`config.mk`:
```
export PLATFORM = sky130hd
export DESIGN_NAME = uart_rx_fifo
export DESIGN_NICKNAME = d
export VERILOG_FILES = /design/src/rtl/uart_rx_fifo.sv
export SDC_FILE = /design/constraint.sdc
export NUM_CORES = 1
export LEC_CHECK = 0
export BUFFER_PORTS_ARGS = -buffer_cell sky130_fd_sc_hd__buf_2
export CORE_UTILIZATION = 35
export DETAILED_ROUTE_END_ITERATION = 10
export GPL_ROUTABILITY_DRIVEN = 0
export PLACE_DENSITY = 0.56
export SLEW_MARGIN = 10
export SYNTH_ARGS = -nofsm -noshare
export SYNTH_HDL_FRONTEND = slang
export SYNTH_SLANG_ARGS = --single-unit
```
`constraint.sdc`:
```
create_clock -name sys_clk -period 5.2 [get_ports sys_clk]
set_clock_uncertainty 0.15 [all_clocks]
set_input_delay 1.56 -clock sys_clk [delete_from_list [all_inputs] [get_ports sys_clk]]
set_output_delay 1.56 -clock sys_clk [all_outputs]
set_load 0.01 [all_outputs]
```
`src/rtl/uart_rx_fifo.sv`:
```
// 8N1 UART receiver with mid-bit sampling feeding a first-word-fall-through byte FIFO.
// Framing and overrun errors are held in sticky flags until err_clr.
//
// state | meaning
// ARM   | wait for CLKS_PER_BIT consecutive high samples before accepting a start edge
// IDLE  | line known idle, watching for a falling edge
// START | confirm the start bit at its midpoint
// DATA  | shift in 8 data bits, LSB first, at mid-bit
// STOP  | check the stop bit, then queue the byte or flag a framing error
module uart_rx_fifo #(
   parameter int CLK_HZ     = 50_000_000,
   parameter int BAUD       = 115_200,
   parameter int FIFO_DEPTH = 8
) (
   input  logic       sys_clk,
   input  logic       reset_n,
   input  logic       rxd,
   input  logic       rd_en,
   input  logic       err_clr,
   output logic [7:0] rd_data,
   output logic       rd_valid,
   output logic       fifo_full,
   output logic       rx_busy,
   output logic       frame_err,
   output logic       overrun
);

   localparam int CLKS_PER_BIT = CLK_HZ / BAUD;
   localparam int TW = $clog2(CLKS_PER_BIT);
   localparam int AW = $clog2(FIFO_DEPTH);

   localparam logic [2:0] S_ARM   = 3'd0;
   localparam logic [2:0] S_IDLE  = 3'd1;
   localparam logic [2:0] S_START = 3'd2;
   localparam logic [2:0] S_DATA  = 3'd3;
   localparam logic [2:0] S_STOP  = 3'd4;

   logic          r_sync1, r_sync2, r_sync_q;
   logic [2:0]    r_state;
   logic [TW-1:0] r_timer;
   logic [2:0]    r_idx;
   logic [7:0]    r_shift;
   logic [7:0]    r_mem [FIFO_DEPTH];
   logic [AW-1:0] r_wr_ptr, r_rd_ptr;
   logic [AW:0]   r_count;
   logic          r_frame_err, r_overrun;

   logic w_t_half, w_t_end, w_stop_sample, w_byte_done, w_frame_bad;
   logic w_full, w_pop, w_push;

   // r_sync_q holds the previous synchronized sample for falling-edge detection
   always_ff @(posedge sys_clk or negedge reset_n) begin
      if (!reset_n) begin
         r_sync1  <= 1'b1;
         r_sync2  <= 1'b1;
         r_sync_q <= 1'b1;
      end else begin
         r_sync1  <= rxd;
         r_sync2  <= r_sync1;
         r_sync_q <= r_sync2;
      end
   end

   assign w_t_half      = (r_timer == TW'(CLKS_PER_BIT / 2 - 1));
   assign w_t_end       = (r_timer == TW'(CLKS_PER_BIT - 1));
   assign w_stop_sample = (r_state == S_STOP) && w_t_end;
   assign w_byte_done   = w_stop_sample && r_sync2;
   assign w_frame_bad   = w_stop_sample && !r_sync2;

   always_ff @(posedge sys_clk or negedge reset_n) begin
      if (!reset_n) begin
         r_state <= S_ARM;
         r_timer <= '0;
         r_idx   <= '0;
         r_shift <= '0;
      end else begin
         case (r_state)
            S_ARM: begin
               if (!r_sync2) begin
                  r_timer <= '0;
               end else if (w_t_end) begin
                  r_timer <= '0;
                  r_state <= S_IDLE;
               end else begin
                  r_timer <= r_timer + TW'(1);
               end
            end
            S_IDLE: begin
               if (r_sync_q && !r_sync2) begin
                  r_timer <= '0;
                  r_state <= S_START;
               end
            end
            S_START: begin
               if (w_t_half) begin
                  r_timer <= '0;
                  r_idx   <= '0;
                  r_state <= r_sync2 ? S_IDLE : S_DATA;
               end else begin
                  r_timer <= r_timer + TW'(1);
               end
            end
            S_DATA: begin
               if (w_t_end) begin
                  r_timer        <= '0;
                  r_shift[r_idx] <= r_sync2;
                  r_idx          <= r_idx + 3'd1;
                  if (r_idx == 3'd7) r_state <= S_STOP;
               end else begin
                  r_timer <= r_timer + TW'(1);
               end
            end
            S_STOP: begin
               if (w_t_end) begin
                  r_timer <= '0;
                  r_state <= r_sync2 ? S_IDLE : S_ARM;
               end else begin
                  r_timer <= r_timer + TW'(1);
               end
            end
            default: begin
               r_timer <= '0;
               r_state <= S_ARM;
            end
         endcase
      end
   end

   // a pop frees the slot, so a byte arriving while full is still accepted
   assign w_full = (r_count == (AW + 1)'(FIFO_DEPTH));
   assign w_pop  = rd_en && (r_count != '0);
   assign w_push = w_byte_done && (!w_full || w_pop);

   always_ff @(posedge sys_clk or negedge reset_n) begin
      if (!reset_n) begin
         for (int i = 0; i < FIFO_DEPTH; i++) r_mem[i] <= 8'h00;
         r_wr_ptr <= '0;
         r_rd_ptr <= '0;
         r_count  <= '0;
      end else begin
         if (w_push) begin
            r_mem[r_wr_ptr] <= r_shift;
            r_wr_ptr        <= r_wr_ptr + AW'(1);
         end
         if (w_pop) r_rd_ptr <= r_rd_ptr + AW'(1);
         if (w_push && !w_pop)      r_count <= r_count + (AW + 1)'(1);
         else if (w_pop && !w_push) r_count <= r_count - (AW + 1)'(1);
      end
   end

   always_ff @(posedge sys_clk or negedge reset_n) begin
      if (!reset_n) begin
         r_frame_err <= 1'b0;
         r_overrun   <= 1'b0;
      end else begin
         r_frame_err <= w_frame_bad || (r_frame_err && !err_clr);
         r_overrun   <= (w_byte_done && w_full && !w_pop) || (r_overrun && !err_clr);
      end
   end

   assign rd_data   = r_mem[r_rd_ptr];
   assign rd_valid  = (r_count != '0);
   assign fifo_full = w_full;
   assign rx_busy   = (r_state != S_ARM) && (r_state != S_IDLE);
   assign frame_err = r_frame_err;
   assign overrun   = r_overrun;

endmodule

```
==> results of run 1 <==
==> synthesized netlist by cell type (2+ instances only) <==
cell type  count  share of area (%)
a21o_1         7                1.1
nand4_1        3               0.38
mux4_2        16                7.4
xnor2_1        7                1.3
nand2_1       18                1.4
and2_1         2               0.26
buf_2          2               0.20
ha_1          10                2.6
nand3b_1       2               0.31
nor4_1         2               0.26
dfstp_2        3                1.6
clkbuf_1       8               0.61
nand2b_1       4               0.51
buf_1          4               0.31
mux2i_1        2               0.41
nor4b_4        2               0.97
nor3_1         7               0.72
o21ai_0       10                1.0
nor3b_1        2               0.31
dfrtp_1       99                 51
a21oi_1        4               0.41
and4b_1        2               0.41
inv_1          8               0.61
a22o_1         2               0.36
o22ai_1        2               0.26
nor2_1        11               0.84
nor2b_1        4               0.51
a211o_1        3               0.54
nand3_1       10                1.0
mux2_2        83                 19
==> power breakdown <==
group	switching, W	internal, W
Combinational	0.000111	0.000126
Clock	0.000296	0.000365
Sequential	0.0000766	0.000825
Total	0.000483	0.00132
==> path summary, 6_finish.rpt <==
check / cells past startpoint / from / end
worst max-delay path: 3 / r_rd_ptr[1]$_DFFE_PN0P_ / rd_data[7]
worst min-delay path: 0 / r_sync1$_DFF_PN1_ / r_sync2$_DFF_PN1_
worst max register to register: 14 / r_timer[1]$_DFFE_PN0P_ / r_count[3]$_DFFE_PN0P_
worst min register to register: 0 / r_sync1$_DFF_PN1_ / r_sync2$_DFF_PN1_
max in group asynchronous: 2 / reset_n / r_mem[57]$_DFFE_PN0P_
min in group asynchronous: 1 / reset_n / r_rd_ptr[2]$_DFFE_PN0P_
==> sequential cells by signal, summed over array words and instances, names as in the netlist, 3 cells and up <==
| name | flops |
|---|---|
| r_shift | 8 |
| r_wr_ptr | 3 |
| r_rd_ptr | 3 |
| r_state | 3 |
| r_count | 4 |
| r_idx | 3 |
| r_timer | 9 |
| r_mem | 64 |
==> cells by family (layout without fill, tap and decap cells) <==
kind of cell | Yosys count | count (layout) | synth area share (%)
flops | 102 | 102 | 52.2
mux | 101 | 101 | 26.9
simple gates | 79 | 79 | 10.1
compound gates | 32 | 32 | 4.32
buf+inv | 24 | 44 | 2.04
fa+ha+maj | 11 | 11 | 2.97
xor+xnor | 8 | 8 | 1.43
==> routing by layer <==
metal / track usage, % / routed length (um) / up-vias
li1: - / - / 1342
met3: 3.25 / 278 / 8
met2: 24.2 / 4740 / 25
met5: 0 / 0 / -
met4: 4.86 / 117 / 0
met1: 19.2 / 4390 / 1502
==> through the flow <==
stage	utilization [%]	total power [W]
after floorplan	-	0.00108
after CTS	40.5	0.00183
final	40.5	0.00180
after global routing	40.5	0.00189
after global placement	38.3	0.00116
after detailed placement	38.3	0.00117
==> worst register-to-register path, delay by kind of cell (launching register included) <==
family / cells / cell delay [ps]
compound gates: 2 / 340
xor+xnor: 2 / 280
fa+ha+maj: 3 / 620
buf+inv: 3 / 430
flops: 1 / 410
simple gates: 4 / 910
==> cell type report <==
| type | instances | area share (%) |
|---|---|---|
| Clock buffer | 12 | 4.89 |
| Multi-Input combinational cell | 231 | 41.1 |
| Inverter | 9 | 0.620 |
| Sequential cell | 102 | 46.9 |
| Timing Repair Buffer | 19 | 1.88 |
| Clock inverter | 4 | 0.528 |
| Tap cell | 176 | 4.04 |
==> key figures, run 1 <==
Run status
  – Outcome: finished, final reports clean

Yosys
  – Mapped Area: 4890 um^2
  – Cells after Synth: 357
  – Avg Inst Size Synth: 13.7 um^2
  – #FFs+latches synth: 102
  – Post-synthesis sequential area ratio: 52.2%
  – Most used DFF post-synth: dfrtp_1
  – Asr flop ratio synth: 100%
  – Post-synth EDFFs: 0
  – Syn nets: 373
  – YS warnings: 0
  – Unique masters post-synth: 48

STA
  – Final Hold Fails: 0
  – Worst slew margin: 25.3%
  – Final worst path period share: 73.7%
  – Setup TNS: 0 ps
  – Slew Limit Fails: 0
  – Tightest Pin Transition: 1120 ps
  – RSZ-0062 raised after global routing: no
  – Setup WS post-layout: 1370 ps
  – Final Critical Period: 3830 ps
  – Number of setup violations in the final report: 0
  – Peak Freq: 261 MHz
  – Hold slack: 206 ps

Cells and area
  – Most frequent cells in the layout: 99 x dfrtp_1, 83 x mux2_2, 18 x nand2_1
  – Non-Filler Instances: 553
  – Final Cell Area: 5450 um^2
  – # diodes: 0
  – Register area: 2560 um^2
  – Fin nets: 388
  – Most common cell after layout, fill and taps aside: dfrtp_1
  – Area of the multi-input gates: 2240 um^2
  – Fillers: 1312
  – Share of cells above drive strength 1: 38.7%
  – Area growth from synthesis to layout: 11.3%

Clock network
  – CTS tree: yes
  – Clk_lat worst skew: 340 ps
  – Clk sinks: 102
  – Clock slew at reported path FFs: 70 ps
  – PostCTS Resize Cnt: 0
  – Max Root-Sink Buffers: 2
  – Post-CTS Hold Buffers: 0
  – Post-CTS Setup Inserts: 0
  – H-Tree Level Count: 3
  – Num CTS Buffers: 9
  – Root buf cell: clkbuf_16

Floorplanning
  – Die Width: 120 um
  – Initial Utilization: 36.4%
  – Core area: 13500 um^2
  – FP Rows: 42
  – Die footprint: 14500 um^2
  – Die height: 120 um
  – Ports: 18

Route
  – Final wirelength: 9530 um
  – Post-DRT Antenna Nets: 0
  – Via Count: 2877
  – Router iterations before antenna repair: 4
  – Via density per instance: 5.20
  – Avg WL per Cell: 17.2 um
  – DRC Markers: 0
  – Iteration-0 DRC count of the detailed router: 143

Critical path
  – Max incr delay on CP: 930 ps
  – CP Capture Type: output port
  – Crit path DAT: 2120 ps
  – Crit-path slowest cell: dfrtp_1
  – Crit path cell chain: mux4_2, mux2_2, buf_2
  – CP startpoint kind: flop
  – R2R setup slack: 1960 ps
  – Crit path max fanout: 18
  – Worst Path Buf+Inv: 1
  – CP required: 3490 ps
  – Worst Setup Path Type: flop to output port
  – CP top delay family: flip-flops

Pwr
  – Leak pwr: 2.61 nW
  – PwrDens: 330 nW/um^2
  – Max rail drop VDD: 0.214 mV

Global route
  – First-pass GRT wire length: 15900 um
  – GRT Resource Usage Total: 14.7%
  – Antenna violations before repair: 0
  – Number of global-route vias before repair: 2943
  – Global route overflow: 0
  – Largest net degree at the start of global routing: 73

Flow run
  – Max-Cap Viols: 0

Worst hold path
  – Hold Path Class: flop to flop

Placement
  – Placed cell count: 537
  – Place WS: 1210 ps
  – Final HPWL DP: 6280 um
  – DP Area: 5150 um^2
  – IO Port Bufs: 17
Power figures use the tool's default switching activity.
==> run 2, diff against run 1 <==
==> constraint.sdc (replaced) <==
create_clock -name sys_clk -period 3.6 [get_ports sys_clk]
set_clock_uncertainty 0.15 [all_clocks]
set_input_delay 1.08 -clock sys_clk [delete_from_list [all_inputs] [get_ports sys_clk]]
set_output_delay 1.08 -clock sys_clk [all_outputs]
set_load 0.01 [all_outputs]
==> run 2 against run 1 <==
Setup slack worse by 1000 ps; critical endpoint unchanged; design area increased by 2.0%; cell count rose by 0.90%.
==> key figures, run 2 (synthesis results as in run 1) <==
Cells and area
  – Share of cells above drive strength 1: 39.5% (was 38.7%)
  – # diodes: 0 (unchanged)
  – Max reg flops: 64 (unchanged)
  – Most common cell after layout, fill and taps aside: dfrtp_1 (unchanged)
  – Fin nets: 393 (was 388)
  – Most frequent cells in the layout: 99 x dfrtp_1, 83 x mux2_2, 18 x nand2_1 (unchanged)
  – Final core utilization: 41.3% (was 40.5%)
  – Biggest register: r_mem (unchanged)
  – Area growth from synthesis to layout: 13.4% (was 11.3%)
  – Top Registers: r_mem (64), r_timer (9), r_shift (8) (unchanged)

Placement
  – Final HPWL DP: 6310 um (was 6280 um)
  – IO Port Bufs: 17 (unchanged)

Flow run
  – Max-Cap Viols: 0 (unchanged)

Clock network
  – CTS tree: yes (unchanged)
  – Clock slew at reported path FFs: 70 ps (about the same)
  – H-Tree Level Count: 3 (unchanged)
  – Max Root-Sink Buffers: 2 (unchanged)
  – Clk sinks: 102 (unchanged)
  – Clk_lat worst skew: 350 ps (was 340 ps)
  – Post-CTS Setup Inserts: 0 (unchanged)
  – Num CTS Buffers: 9 (unchanged)
  – Root buf cell: clkbuf_16 (unchanged)
  – Post-CTS Hold Buffers: 0 (unchanged)
  – PostCTS Resize Cnt: 0 (unchanged)

Global route
  – GRT Resource Usage Total: 15.1% (was 14.7%)
  – Number of global-route vias before repair: 2950 (was 2943)
  – First-pass GRT wire length: 16300 um (was 15900 um)
  – Antenna violations before repair: 0 (unchanged)
  – Global route overflow: 0 (unchanged)
  – Largest net degree at the start of global routing: 46 (was 73)

Route
  – DRC Markers: 0 (unchanged)
  – Post-DRT Antenna Nets: 0 (unchanged)
  – Iteration-0 DRC count of the detailed router: 157 (was 143)
  – Avg WL per Cell: 17.4 um (was 17.2 um)
  – Final wirelength: 9690 um (was 9530 um)
  – Via Count: 2870 (was 2877)
  – Router iterations before antenna repair: 4 (unchanged)
  – Via density per instance: 5.14 (was 5.20)

STA
  – Number of setup violations in the final report: 0 (unchanged)
  – Peak Freq: 308 MHz
  – Tightest Pin Transition: 729 ps (was 1120 ps)
  – Slew Limit Fails: 0 (unchanged)
  – RSZ-0062 raised after global routing: no (unchanged)
  – Worst slew margin: 51.2% (was 25.3%)
  – Final worst path period share: 90.3%
  – Setup TNS: 0 ps (unchanged)
  – Final Hold Fails: 0 (unchanged)
  – Final Critical Period: 3250 ps

Critical path
  – Worst Setup Path Type: flop to output port (unchanged)
  – CP required: 2370 ps (was 3490 ps)
  – CP startpoint kind: flop (unchanged)
  – CP Capture Type: output port (unchanged)
  – Crit path DAT: 2020 ps (was 2120 ps)
  – Crit path max fanout: 18 (unchanged)

Pwr
  – PwrDens: 505 nW/um^2 (was 330 nW/um^2)
  – Max rail drop VDD: 0.245 mV (was 0.214 mV)
  – Leak pwr: 2.67 nW (was 2.61 nW)

Floorplanning
  – Die Width: 120 um (unchanged)
  – Core area: 13500 um^2 (unchanged)
  – Die footprint: 14500 um^2 (unchanged)
  – Initial Utilization: 36.4% (unchanged)
  – Ports: 18 (unchanged)
  – FP Rows: 42 (unchanged)
  – Die height: 120 um (unchanged)

Run status
  – Outcome: finished, final reports clean (unchanged)

Worst hold path
  – Hold Path Class: flop to flop (unchanged)
run 2: worst paths after layout:
| path | start | end | slack (ps) | cells past startpoint |
|---|---|---|---|---|
| hold / removal | r_sync1$_DFF_PN1_ | r_sync2$_DFF_PN1_ | 210 | 0 |
| hold reg to reg | r_sync1$_DFF_PN1_ | r_sync2$_DFF_PN1_ | 210 | 0 |
| max in group asynchronous | reset_n | r_sync_q$_DFF_PN1_ | 1930 | 2 |
| min in group asynchronous | reset_n | r_rd_ptr[2]$_DFFE_PN0P_ | 580 | 1 |
| setup reg to reg | r_timer[1]$_DFFE_PN0P_ | r_count[3]$_DFFE_PN0P_ | 600 | 14 |
| setup / recovery | r_rd_ptr[0]$_DFFE_PN0P_ | rd_data[7] | 350 | 4 |
run 2: final cells by class:
class,instances,area (um^2)
Tap cell,176,220
Clock inverter,7,126
Timing Repair Buffer,24,153
Sequential cell,102,2560
Inverter,9,33.8
Clock buffer,9,225
Multi-Input combinational cell,231,2240
Fill cell,1254,7900
run 2: critical path, cell delays in order (launching register included):
cell	delay, ps
dfrtp_1	320
buf_4	360
mux4_2	560
mux2_2	280
buf_2	140
run 2: power by group:
part,internal (W),switching [W]
sequential,0.00119,0.0000654
combinational,0.000192,0.000212
clock,0.000691,0.000451
run 2: per-stage QoR:
step	hold slack, ps	instances	worst slack [ps]	total power (W)	instance area, um^2
floorplan	195	357	452	0.00156	4890
detailed placement	199	542	478	0.00170	5200
CTS	210	558	300	0.00285	5550
finish	208	558	349	0.00280	5550
global route	216	558	249	0.00294	5550
global placement	197	542	536	0.00169	5200
run 2: per-layer routing:
metal / share of wire [%] / GRT usage [%] / vias to the layer above
met3: 2.8 / 4.29 / 7
li1: - / - / 1363
met1: 48 / 20.0 / 1472
met5: 0 / 0 / -
met4: 0.95 / 3.94 / 0
met2: 48 / 24.3 / 28
==> run 3, diff against run 2 <==
--- a/config.mk
+++ b/config.mk
@@ -9,6 +9,7 @@
 export CORE_UTILIZATION = 35
 export DETAILED_ROUTE_END_ITERATION = 10
 export GPL_ROUTABILITY_DRIVEN = 0
+export GPL_TIMING_DRIVEN = 0
 export PLACE_DENSITY = 0.56
 export SLEW_MARGIN = 10
 export SYNTH_ARGS = -nofsm -noshare
==> run 3 against run 2 <==
Critical path depth up 1; first-iteration DRC count shrank 20%; clock power fell by 7%; via count up 1.6%; highest routed layer unchanged; design area rose by 0.41%; non-clock buffer count grew 9; maximum frequency decreased by 4.3%; largest cell class unchanged; die area unchanged; cell count up 1.6%.
==> key figures, run 3 (synthesis results as in run 1) <==
STA
  – Final worst path period share: 94.3% (was 90.3%)
  – Setup WS post-layout: 204 ps (was 349 ps)
  – Final Critical Period: 3400 ps (was 3250 ps)
  – Tightest Pin Transition: 895 ps (was 729 ps)
  – Number of setup violations in the final report: 0 (unchanged)
  – Worst slew margin: 40.0% (was 51.2%)
  – Final Hold Fails: 0 (unchanged)
  – Peak Freq: 294 MHz (was 308 MHz)
  – RSZ-0062 raised after global routing: no (unchanged)
  – Slew Limit Fails: 0 (unchanged)

Critical path
  – End of the critical path: rd_data[0] (was rd_data[7])
  – Crit path DAT: 2170 ps (was 2020 ps)
  – Crit path max fanout: 10 (was 18)
  – CP startpoint kind: flop (unchanged)
  – Worst Setup SP: r_rd_ptr[0]$_DFFE_PN0P_ (unchanged)
  – CP Capture Type: output port (unchanged)
  – CP top delay family: multiplexers (unchanged)
  – WP depth: 5 (was 4)
  – Crit-path slowest cell: mux4_2 (unchanged)
  – Reg-to-reg startpoint: r_timer[1]$_DFFE_PN0P_ (unchanged)
  – Worst Path Buf+Inv: 3 (was 2)
  – R2R setup slack: 540 ps (was 600 ps)
  – CP required: 2370 ps (about the same)
  – Reg-to-Reg End: r_count[3]$_DFFE_PN0P_ (unchanged)
  – Crit path cell chain: clkbuf_4, buf_6, mux4_2, mux2_2, buf_2 (was buf_4, mux4_2, mux2_2, buf_2)
  – Worst Setup Path Type: flop to output port (unchanged)
  – Worst reg2reg path depth: 15 (was 14)
  – Max incr delay on CP: 530 ps (was 560 ps)

Pwr
  – Max rail drop VDD: 0.347 mV (was 0.245 mV)
  – Sequential share of power: 44.9% (about the same)
  – Clock network fraction of design power: 38.7% (was 40.7%)
  – Switching part of the total: 26.6% (was 26.0%)
  – PwrDens: 493 nW/um^2 (was 505 nW/um^2)
  – Leak pwr: 2.68 nW (was 2.67 nW)
  – Comb pwr share: 16.4% (was 14.4%)
  – Sw power: 0.000731 W (was 0.000728 W)
  – Internal: 0.00202 W (was 0.00207 W)

Clock network
  – PostCTS Resize Cnt: 5 (was 0)
  – Clk sinks: 102 (unchanged)
  – Num CTS Buffers: 9 (unchanged)
  – H-Tree Level Count: 3 (unchanged)
  – Clock slew at reported path FFs: 70 ps (about the same)
  – Root buf cell: clkbuf_16 (unchanged)
  – Max Root-Sink Buffers: 2 (unchanged)
  – CTS tree: yes (unchanged)
  – Post-CTS Setup Inserts: 0 (unchanged)
  – Post-CTS Hold Buffers: 0 (unchanged)
  – Clk_lat worst skew: 350 ps (about the same)

Global route
  – First-pass GRT wire length: 16200 um (was 16300 um)
  – GRT Resource Usage Total: 15.0% (was 15.1%)
  – Number of global-route vias before repair: 3092 (was 2950)
  – Antenna violations before repair: 0 (unchanged)
  – Global route overflow: 0 (unchanged)
  – Largest net degree at the start of global routing: 59 (was 46)

Run status
  – Outcome: finished, final reports clean (unchanged)

Route
  – Via Count: 2916 (was 2870)
  – Final wirelength: 9690 um (about the same)
  – Avg WL per Cell: 17.1 um (was 17.4 um)
  – Via density per instance: 5.14 (about the same)
  – Post-DRT Antenna Nets: 0 (unchanged)
  – Router iterations before antenna repair: 4 (unchanged)
  – DRC Markers: 0 (unchanged)
  – Iteration-0 DRC count of the detailed router: 126 (was 157)

Worst hold path
  – Hold Path Class: flop to flop (unchanged)
  – Hold path cells: 0 (unchanged)

Cells and area
  – Fin nets: 402 (was 393)
  – Share of cells above drive strength 1: 38.6% (was 39.5%)
  – Most frequent cells in the layout: 99 x dfrtp_1, 83 x mux2_2, 18 x nand2_1 (unchanged)
  – Area of the multi-input gates: 2240 um^2 (unchanged)
  – Top Registers: r_mem (64), r_timer (9), r_shift (8) (unchanged)
  – Register area: 2560 um^2 (unchanged)
  – Area growth from synthesis to layout: 13.9% (was 13.4%)
  – Biggest register: r_mem (unchanged)
  – Final core utilization: 41.4% (was 41.3%)
  – Fillers: 1298 (was 1254)
  – Most common cell after layout, fill and taps aside: dfrtp_1 (unchanged)
  – # diodes: 0 (unchanged)
  – Max reg flops: 64 (unchanged)

Floorplanning
  – Die height: 120 um (unchanged)
  – FP Rows: 42 (unchanged)
  – Initial Utilization: 36.4% (unchanged)
  – Die footprint: 14500 um^2 (unchanged)
  – Core area: 13500 um^2 (unchanged)
  – Ports: 18 (unchanged)
  – Die Width: 120 um (unchanged)

Placement
  – Place WS: -98.1 ps (was 478 ps)
  – Final HPWL DP: 6470 um (was 6310 um)
  – IO Port Bufs: 17 (unchanged)

Flow run
  – Max-Cap Viols: 0 (unchanged)
==> run 3: cell types whose count changed in the layout (fill, tap and decap cells not counted), sizes merged <==
| cell | change |
|---|---|
| buf | +1 |
| clkinv | +1 |
| clkbuf | +8 |
| bufinv | -1 |
==> run 3: layer usage <==
metal	vias up	part of all wire [%]	GRT usage (%)
met4	0	1.2	5.17
met1	1506	46	19.1
met2	25	50	24.9
li1	1379	-	-
met5	-	0	0
met3	6	2.8	3.73
==> run 3: worst register-to-register path: stages, from the launching register on <==
cell	delay [ps]
dfrtp_1	420
inv_1	100
ha_1	150
and4b_1	260
nand4_1	160
nand2b_1	190
buf_6	150
inv_2	120
ha_1	210
inv_1	90
ha_1	280
a21o_1	180
a21oi_1	160
xnor2_1	130
nor2_1	60
xor2_1	140
==> run 3: per-stage QoR <==
step                area (um^2)  power, W  TNS [ps]  hold slack, ps  cells
floorplan                  4890   0.00156         0             195    357
global placement           5200   0.00169      -629             197    550
detailed placement         5230   0.00170      -707             201    551
CTS                        5570   0.00280         0             210    567
global route               5580   0.00290         0             211    567
finish                     5580   0.00275         0             210    567
==> run 3: power groups by stage <==
stage                     combinational [W]  clock [W]  sequential, W
after detailed placement           0.000447          0        0.00126
after CTS                          0.000461    0.00110        0.00123
after global placement             0.000434          0        0.00125
final                              0.000451    0.00106        0.00123
after global routing               0.000513    0.00114        0.00124
after floorplan                    0.000315          0        0.00125
==> run 3: how the worst min path moves through the flow <==
| stage | start | end | slack (ps) |
|---|---|---|---|
| after floorplan | r_sync1$_DFF_PN1_ | r_sync2$_DFF_PN1_ | 200 |
| after global placement | r_sync1$_DFF_PN1_ | r_sync2$_DFF_PN1_ | 200 |
| after detailed placement | r_sync1$_DFF_PN1_ | r_sync2$_DFF_PN1_ | 200 |
| after CTS | r_sync1$_DFF_PN1_ | r_sync2$_DFF_PN1_ | 210 |
| after global routing | r_sync1$_DFF_PN1_ | r_sync2$_DFF_PN1_ | 210 |
| final | r_sync1$_DFF_PN1_ | r_sync2$_DFF_PN1_ | 210 |
==> run 3: cell type report <==
class	instances	share of cell area [%]
multi-input combinational	231	40.1
timing repair buffer	18	2.13
tap	176	3.95
buffer	15	1.41
clock inverter	7	1.86
sequential	102	45.8
clock buffer	9	4.04
inverter	9	0.606
